File: config.mk
export PLATFORM = sky130hd
export DESIGN_NAME = seq_driver_flat
export DESIGN_NICKNAME = d
export VERILOG_FILES = /design/src/rtl/seq_driver_pkg.sv /design/src/rtl/seq_driver_if.sv /design/src/rtl/seq_driver_byte_buffer.sv /design/src/rtl/seq_driver.sv /design/src/flat_wrapper.sv
export SDC_FILE = /design/constraint.sdc
export NUM_CORES = 1
export LEC_CHECK = 0
export ABC_AREA = 1
export BUFFER_PORTS_ARGS = -buffer_cell sky130_fd_sc_hd__buf_2
export CAP_MARGIN = 30
export CORE_MARGIN = 2
export CORE_UTILIZATION = 35
export CTS_CLUSTER_DIAMETER = 50
export CTS_CLUSTER_SIZE = 14
export DETAILED_ROUTE_END_ITERATION = 10
export PLACE_DENSITY = 0.57
export REMOVE_ABC_BUFFERS = 1
export SLEW_MARGIN = 5
export SYNTH_ARGS = -nofsm -noshare
export SYNTH_HDL_FRONTEND = slang
export SYNTH_HIERARCHICAL = 1
export SYNTH_SLANG_ARGS = --single-unit
File: constraint.sdc
create_clock -name clk -period 2.2 [get_ports clk]
set_input_delay 0.11 -clock clk [delete_from_list [all_inputs] [get_ports clk]]
set_output_delay 0.11 -clock clk [all_outputs]
set_load 0.05 [all_outputs]
File: src/rtl/seq_driver_pkg.sv
// Shared types and constants for the sequence driver and its receiver.
// Driver state encoding plus min/max reset values.
package seq_driver_pkg;

    typedef logic       ulogic1;
    typedef logic [7:0] ulogic8;
    typedef logic [1:0] ulogic2;

    typedef enum ulogic2 {
        DRV_IDLE   = 2'd0,
        DRV_STREAM = 2'd1,
        DRV_WAIT   = 2'd2,
        DRV_REPORT = 2'd3
    } drv_state_t;

    localparam ulogic8 MIN_INIT = 8'd255;
    localparam ulogic8 MAX_INIT = 8'd0;

    function automatic ulogic8 max8(ulogic8 a, ulogic8 b);
        return (a > b) ? a : b;
    endfunction

    function automatic ulogic8 min8(ulogic8 a, ulogic8 b);
        return (a < b) ? a : b;
    endfunction

endpackage

File: src/rtl/seq_driver_if.sv
// Driver <-> receiver link: burst stream out, done and min/max back.
// master is the driver side, slave the receiver side.
interface seq_driver_if;
    import seq_driver_pkg::*;

    ulogic1 start;
    ulogic8 dataOut;
    ulogic1 done_in;
    ulogic8 maxIn;
    ulogic8 minIn;

    modport master (
        output start, dataOut,
        input  done_in, maxIn, minIn
    );

    modport slave (
        input  start, dataOut,
        output done_in, maxIn, minIn
    );

endinterface

File: src/rtl/seq_driver_byte_buffer.sv
// Append-only byte list with clear and combinational indexed read.
// Writes beyond DEPTH entries are dropped.
module seq_driver_byte_buffer
    import seq_driver_pkg::*;
#(
    parameter int DEPTH = 16
) (
    input  ulogic1                     clk,
    input  ulogic1                     reset_n,
    input  ulogic1                     wr,
    input  ulogic1                     clr,
    input  ulogic8                     wdata,
    input  logic [$clog2(DEPTH)-1:0]   rd_idx,
    output logic [$clog2(DEPTH):0]     count,
    output ulogic8                     rdata
);

    localparam int AW = $clog2(DEPTH);
    localparam int CW = AW + 1;
    localparam logic [CW-1:0] FULL = CW'(DEPTH);

    ulogic8 mem [DEPTH];
    ulogic1 full;

    assign full  = (count == FULL);
    assign rdata = mem[rd_idx];

    always_ff @(posedge clk) begin
        if (!reset_n) begin
            count <= '0;
        end else if (clr) begin
            count <= '0;
        end else if (wr && !full) begin
            count <= count + CW'(1);
        end
    end

    // Contents need no reset: count gates what is visible.
    always_ff @(posedge clk) begin
        if (reset_n && wr && !clr && !full) begin
            mem[count[AW-1:0]] <= wdata;
        end
    end

endmodule

File: src/rtl/seq_driver.sv
// Replays a buffered byte list to the min/max receiver as one burst,
// then captures the receiver's result and checks it against its own.
module seq_driver
    import seq_driver_pkg::*;
#(
    parameter int DEPTH   = 16,
    parameter int TIMEOUT = 8
) (
    input  ulogic1                 clk,
    input  ulogic1                 reset_n,
    input  ulogic1                 wr_en,
    input  ulogic8                 wr_data,
    input  ulogic1                 clear,
    input  ulogic1                 go,
    output ulogic1                 busy,
    output logic [$clog2(DEPTH):0] count,
    seq_driver_if.master           rx,
    output ulogic1                 resultValid,
    output ulogic8                 maxResult,
    output ulogic8                 minResult,
    output ulogic1                 mismatch,
    output ulogic1                 timeout
);

    localparam int AW = $clog2(DEPTH);
    localparam int CW = AW + 1;
    localparam int TW = $clog2(TIMEOUT + 1);
    localparam logic [TW-1:0] TLAST = TW'(TIMEOUT - 1);

    drv_state_t    state;
    logic [CW-1:0] rd;
    logic [TW-1:0] wcnt;
    ulogic8        rdata;
    ulogic8        exp_max;
    ulogic8        exp_min;
    ulogic1        idle;
    ulogic1        go_ok;
    ulogic1        buf_wr;
    ulogic1        buf_clr;

    // Host commands only act in IDLE; clear beats go, go beats wr_en.
    assign idle    = (state == DRV_IDLE);
    assign go_ok   = idle && go && !clear && (count != '0);
    assign buf_clr = idle && clear;
    assign buf_wr  = idle && wr_en && !clear && !go_ok;

    seq_driver_byte_buffer #(
        .DEPTH (DEPTH)
    ) u_buf (
        .clk     (clk),
        .reset_n (reset_n),
        .wr      (buf_wr),
        .clr     (buf_clr),
        .wdata   (wr_data),
        .rd_idx  (rd[AW-1:0]),
        .count   (count),
        .rdata   (rdata)
    );

    always_ff @(posedge clk) begin
        if (!reset_n) begin
            state       <= DRV_IDLE;
            busy        <= 1'b0;
            rd          <= '0;
            wcnt        <= '0;
            rx.start    <= 1'b0;
            rx.dataOut  <= 8'd0;
            resultValid <= 1'b0;
            maxResult   <= MAX_INIT;
            minResult   <= MIN_INIT;
            mismatch    <= 1'b0;
            timeout     <= 1'b0;
            exp_max     <= MAX_INIT;
            exp_min     <= MIN_INIT;
        end else begin
            resultValid <= 1'b0;
            unique case (state)
                DRV_IDLE: begin
                    if (go_ok) begin
                        rd      <= '0;
                        exp_max <= MAX_INIT;
                        exp_min <= MIN_INIT;
                        busy    <= 1'b1;
                        state   <= DRV_STREAM;
                    end
                end
                DRV_STREAM: begin
                    if (rd != count) begin
                        rx.start   <= 1'b1;
                        rx.dataOut <= rdata;
                        exp_max    <= max8(exp_max, rdata);
                        exp_min    <= min8(exp_min, rdata);
                        rd         <= rd + CW'(1);
                    end else begin
                        rx.start   <= 1'b0;
                        rx.dataOut <= 8'd0;
                        wcnt       <= '0;
                        state      <= DRV_WAIT;
                    end
                end
                DRV_WAIT: begin
                    if (rx.done_in) begin
                        maxResult   <= rx.maxIn;
                        minResult   <= rx.minIn;
                        mismatch    <= (rx.maxIn != exp_max) ||
                                       (rx.minIn != exp_min);
                        timeout     <= 1'b0;
                        resultValid <= 1'b1;
                        state       <= DRV_REPORT;
                    end else if (wcnt == TLAST) begin
                        mismatch    <= 1'b0;
                        timeout     <= 1'b1;
                        resultValid <= 1'b1;
                        state       <= DRV_REPORT;
                    end else begin
                        wcnt <= wcnt + TW'(1);
                    end
                end
                DRV_REPORT: begin
                    busy  <= 1'b0;
                    state <= DRV_IDLE;
                end
                default: state <= DRV_IDLE;
            endcase
        end
    end

endmodule

File: src/flat_wrapper.sv
// flat-port wrapper written by rule: the top's interface ports become plain ports
module seq_driver_flat import seq_driver_pkg::*;
#(
    parameter int DEPTH   = 16,
    parameter int TIMEOUT = 8
)
  (clk, reset_n, wr_en, wr_data, clear, go, busy, count, resultValid, maxResult, minResult, mismatch, timeout, rx_start, rx_dataOut, rx_done_in, rx_maxIn, rx_minIn);
  seq_driver_if rx_i ();
  input  ulogic1 clk;
  input  ulogic1 reset_n;
  input  ulogic1 wr_en;
  input  ulogic8 wr_data;
  input  ulogic1 clear;
  input  ulogic1 go;
  output ulogic1 busy;
  output logic [$clog2(DEPTH):0] count;
  output ulogic1 resultValid;
  output ulogic8 maxResult;
  output ulogic8 minResult;
  output ulogic1 mismatch;
  output ulogic1 timeout;
  output wire logic [$bits(rx_i.start)-1:0] rx_start;
  output wire logic [$bits(rx_i.dataOut)-1:0] rx_dataOut;
  input wire logic [$bits(rx_i.done_in)-1:0] rx_done_in;
  input wire logic [$bits(rx_i.maxIn)-1:0] rx_maxIn;
  input wire logic [$bits(rx_i.minIn)-1:0] rx_minIn;
  assign rx_start = rx_i.start;
  assign rx_dataOut = rx_i.dataOut;
  assign rx_i.done_in = rx_done_in;
  assign rx_i.maxIn = rx_maxIn;
  assign rx_i.minIn = rx_minIn;
  seq_driver #(.DEPTH(DEPTH), .TIMEOUT(TIMEOUT)) u_core (.clk(clk), .reset_n(reset_n), .wr_en(wr_en), .wr_data(wr_data), .clear(clear), .go(go), .busy(busy), .count(count), .rx(rx_i), .resultValid(resultValid), .maxResult(maxResult), .minResult(minResult), .mismatch(mismatch), .timeout(timeout));
endmodule
==> results.toml <==
[clock_network]
cts.sinks = 189
h-tree-depth = 4
cts_buffers = 17
path_clk_slew_ps = 80
clk_path_buf_depth = 2
clock-root-buffer = "clkbuf_16"
cts_tree = "built"
clkLatencyLatePin_ps = 440

[layout]
drive_gt1_frac = 0.2519
fillers = 2458
regArea_mm2 = 0.005075
layout_commonest_cell = "nand2_1"
diodes = 0
multi_input_area_mm2 = 0.003675
nets = 1242
fin_util = 0.4580
areaGrowthSynthToFinish_pct = 29.48
mostFrequentLayoutCells = "nand2_1 (278), inv_1 (138), edfxtp_1 (128)"

[sta]
rsz0062_at_grt = "true"
clock_skew_ps = 12.62
finalSetupViolCount = 16
layout_setup_ws_ps = -204.5
tns_ps = -2891
hold_viol_final = 0
slew_headroom = 0.5330
drv_slew = 0
max_clock_freq_ghz = 0.4159
post-route-period-util = 1.093
final.min_clock_period_ps = 2405
worst_pin_slew_ps = 699.7
hold-worst-slack_ps = 54.98

[worst_setup_path]
endpoint_kind = "register"
critical_path.max_fanout = 10
worst-setup-path-type = "register to register"
cp-start-kind = "register"
reg2reg_slack_ps = -200
critical_path_arrival_ps = 2710
required_ps = 2510

[drt]
vias_per_cell = 4.706
wire_per_inst_um = 15.03
num_vias = 7219
drc = 0
drtAntennaViolNets = 0
dr.pass1.iters = 5
drt_wl_total_mm = 23.06
drt_iter0_markers = 673

[pwr]
powerDensity_mw_per_mm2 = 773.6
p_total_mw = 9.153
cellLeakagePower_nw = 5.134
ir_drop_v = 0.0005032

[die]
chipWidth_um = 165.6
pin_count = 64
fp.coreArea_mm2 = 0.02584
die_area_mm2 = 0.02742
dieHeight_um = 165.6
start_util = 0.3537
rows = 59

[grt]
first_global_vias = 6694
grt_max_degree = 35
grt_pass1_wl_mm = 35.46
antenna_found_initial = 0
grt_overflow = 0
track_usage = 0.1694

[logic_synthesis]
syn_avg_cell_area_um2 = 8.821
synthFlopType = "edfxtp_1"
synthCells = 1036
synth_area_mm2 = 0.009139
synth_seq_cells = 189
yosys_warnings = 6
synth.distinct_cells = 38
synth.yosys.seq_area_share = 0.5542
synth_edf_count = 128
async_flop_share = 0

[hold_path]
holdCritPathClass = "input pin to register"

[place]
place_hpwl_mm = 15.60
gp_congestion = 0.8282
dp_worst_setup_slack_ps = -466.8
numPortBuffers = 63

[outcome]
status = "complete, but fails checks"
violations = "setup timing"

[flow_run]
maxCapViolations = 0
-- report_power, final --
group / internal (mW) / switching, mW / total, mW / leakage, nW
combinational: 0.711 / 1.23 / 1.94 / 3.19
sequential: 3.93 / 0.129 / 4.06 / 1.65
clock: 1.64 / 1.51 / 3.16 / 0.297
total: 6.29 / 2.87 / 9.15 / 5.13
-- per-layer routing --
layer  vias to the layer above  track usage  routed length, µm  part of all wire
met2                       165       0.2739              11080              0.48
met1                      3393       0.2297              10650              0.46
met4                         0      0.06074                422             0.018
met3                        28      0.02797                912             0.040
li1                       3633            -                  -                 -
met5                         -            0                  0                 0
-- cell usage after synthesis, types with 2 or more instances --
| cell | count | area share |
|---|---|---|
| buf_1 | 2 | 0.00082 |
| dfxtp_1 | 61 | 0.13 |
| nand2_1 | 297 | 0.12 |
| xnor2_1 | 9 | 0.0086 |
| nor2_1 | 83 | 0.034 |
| inv_1 | 148 | 0.061 |
| o21ai_0 | 12 | 0.0066 |
| buf_6 | 3 | 0.0037 |
| a21oi_1 | 28 | 0.015 |
| o211ai_1 | 2 | 0.0016 |
| xor2_1 | 10 | 0.0096 |
| buf_2 | 17 | 0.0093 |
| edfxtp_1 | 128 | 0.42 |
| nand3_1 | 130 | 0.071 |
| nor3_1 | 2 | 0.0011 |
| nand2_4 | 7 | 0.0086 |
| clkbuf_1 | 9 | 0.0037 |
| nor2_2 | 3 | 0.0021 |
| nand4_1 | 20 | 0.014 |
| buf_4 | 11 | 0.0090 |
| nand3_2 | 4 | 0.0044 |
| inv_2 | 7 | 0.0029 |
| ha_1 | 26 | 0.036 |
| nor2_4 | 3 | 0.0037 |
-- flip-flops by register name, indices dropped and copies added (netlist names) --
register            flops
u_core/u_buf/count      5
u_core/exp_min          8
u_core/u_buf/mem      128
u_core/exp_max          8
u_core/timeout          1
u_core/rx.start         1
u_core/state            2
u_core/maxResult        8
u_core/mismatch         1
u_core/rx.dataOut       8
u_core/resultValid      1
u_core/busy             1
u_core/rd               5
u_core/minResult        8
u_core/wcnt             4
-- through the flow --
step                instances  instance area (µm²)
finish                   1534                11830
global route             1534                11830
CTS                      1529                11530
detailed placement       1473                10310
global placement         1473                10310
floorplan                 994                 8896
-- timing repair --
action,4_1_cts,5_1_grt
hold buffers,18,0
setup endpoints to repair,108,136
cloned,2,2
pin swaps,25,22
buffers inserted,4,3
gates resized for setup,97,56
endpoints found under the hold margin,19,0
-- worst paths after layout --
kind / end / cells past startpoint / start
setup reg to reg: u_core/exp_min[5]$_SDFFE_PN1P_ / 16 / u_core/rd[0]$_SDFFE_PN0P_
hold / removal: u_core/u_buf/mem[13][7]$_DFFE_PP_ / 1 / wr_data[7]
setup / recovery: u_core/exp_min[5]$_SDFFE_PN1P_ / 16 / u_core/rd[0]$_SDFFE_PN0P_
hold reg to reg: u_core/rx.dataOut[7]$_SDFFE_PN0P_ / 2 / u_core/rx.dataOut[7]$_SDFFE_PN0P_
-- critical path: stages, from the launching register on --
cell and delay, ps:
dfxtp_4 400, buf_4 160, clkbuf_16 160, nand2_1 70
nand3_1 90, nand3_1 100, nand3_1 100, nand2_2 110
inv_2 60, ha_1 290, nand2_1 90, nor2_2 150
nand2_2 100, nand2_4 110, nand3_4 130, nand2_1 100
nand3_1 70
-- final cells by class --
type                       instances  area share
sequential                       189      0.4289
inverter                         155     0.05086
clock inverter                    15     0.01554
clock buffer                      17     0.03595
tap                              335     0.03542
multi-input combinational        651      0.3106
timing repair buffer             172      0.1228
-- kinds of logic after synthesis --
| group | after synthesis | synth area share |
|---|---|---|
| compound gates | 50 | 0.03204 |
| flops | 189 | 0.5542 |
| fa+ha+maj | 26 | 0.03560 |
| xor+xnor | 19 | 0.01821 |
| simple gates | 555 | 0.2697 |
| buf+inv | 197 | 0.09022 |
(Power assumes the default switching activity.)
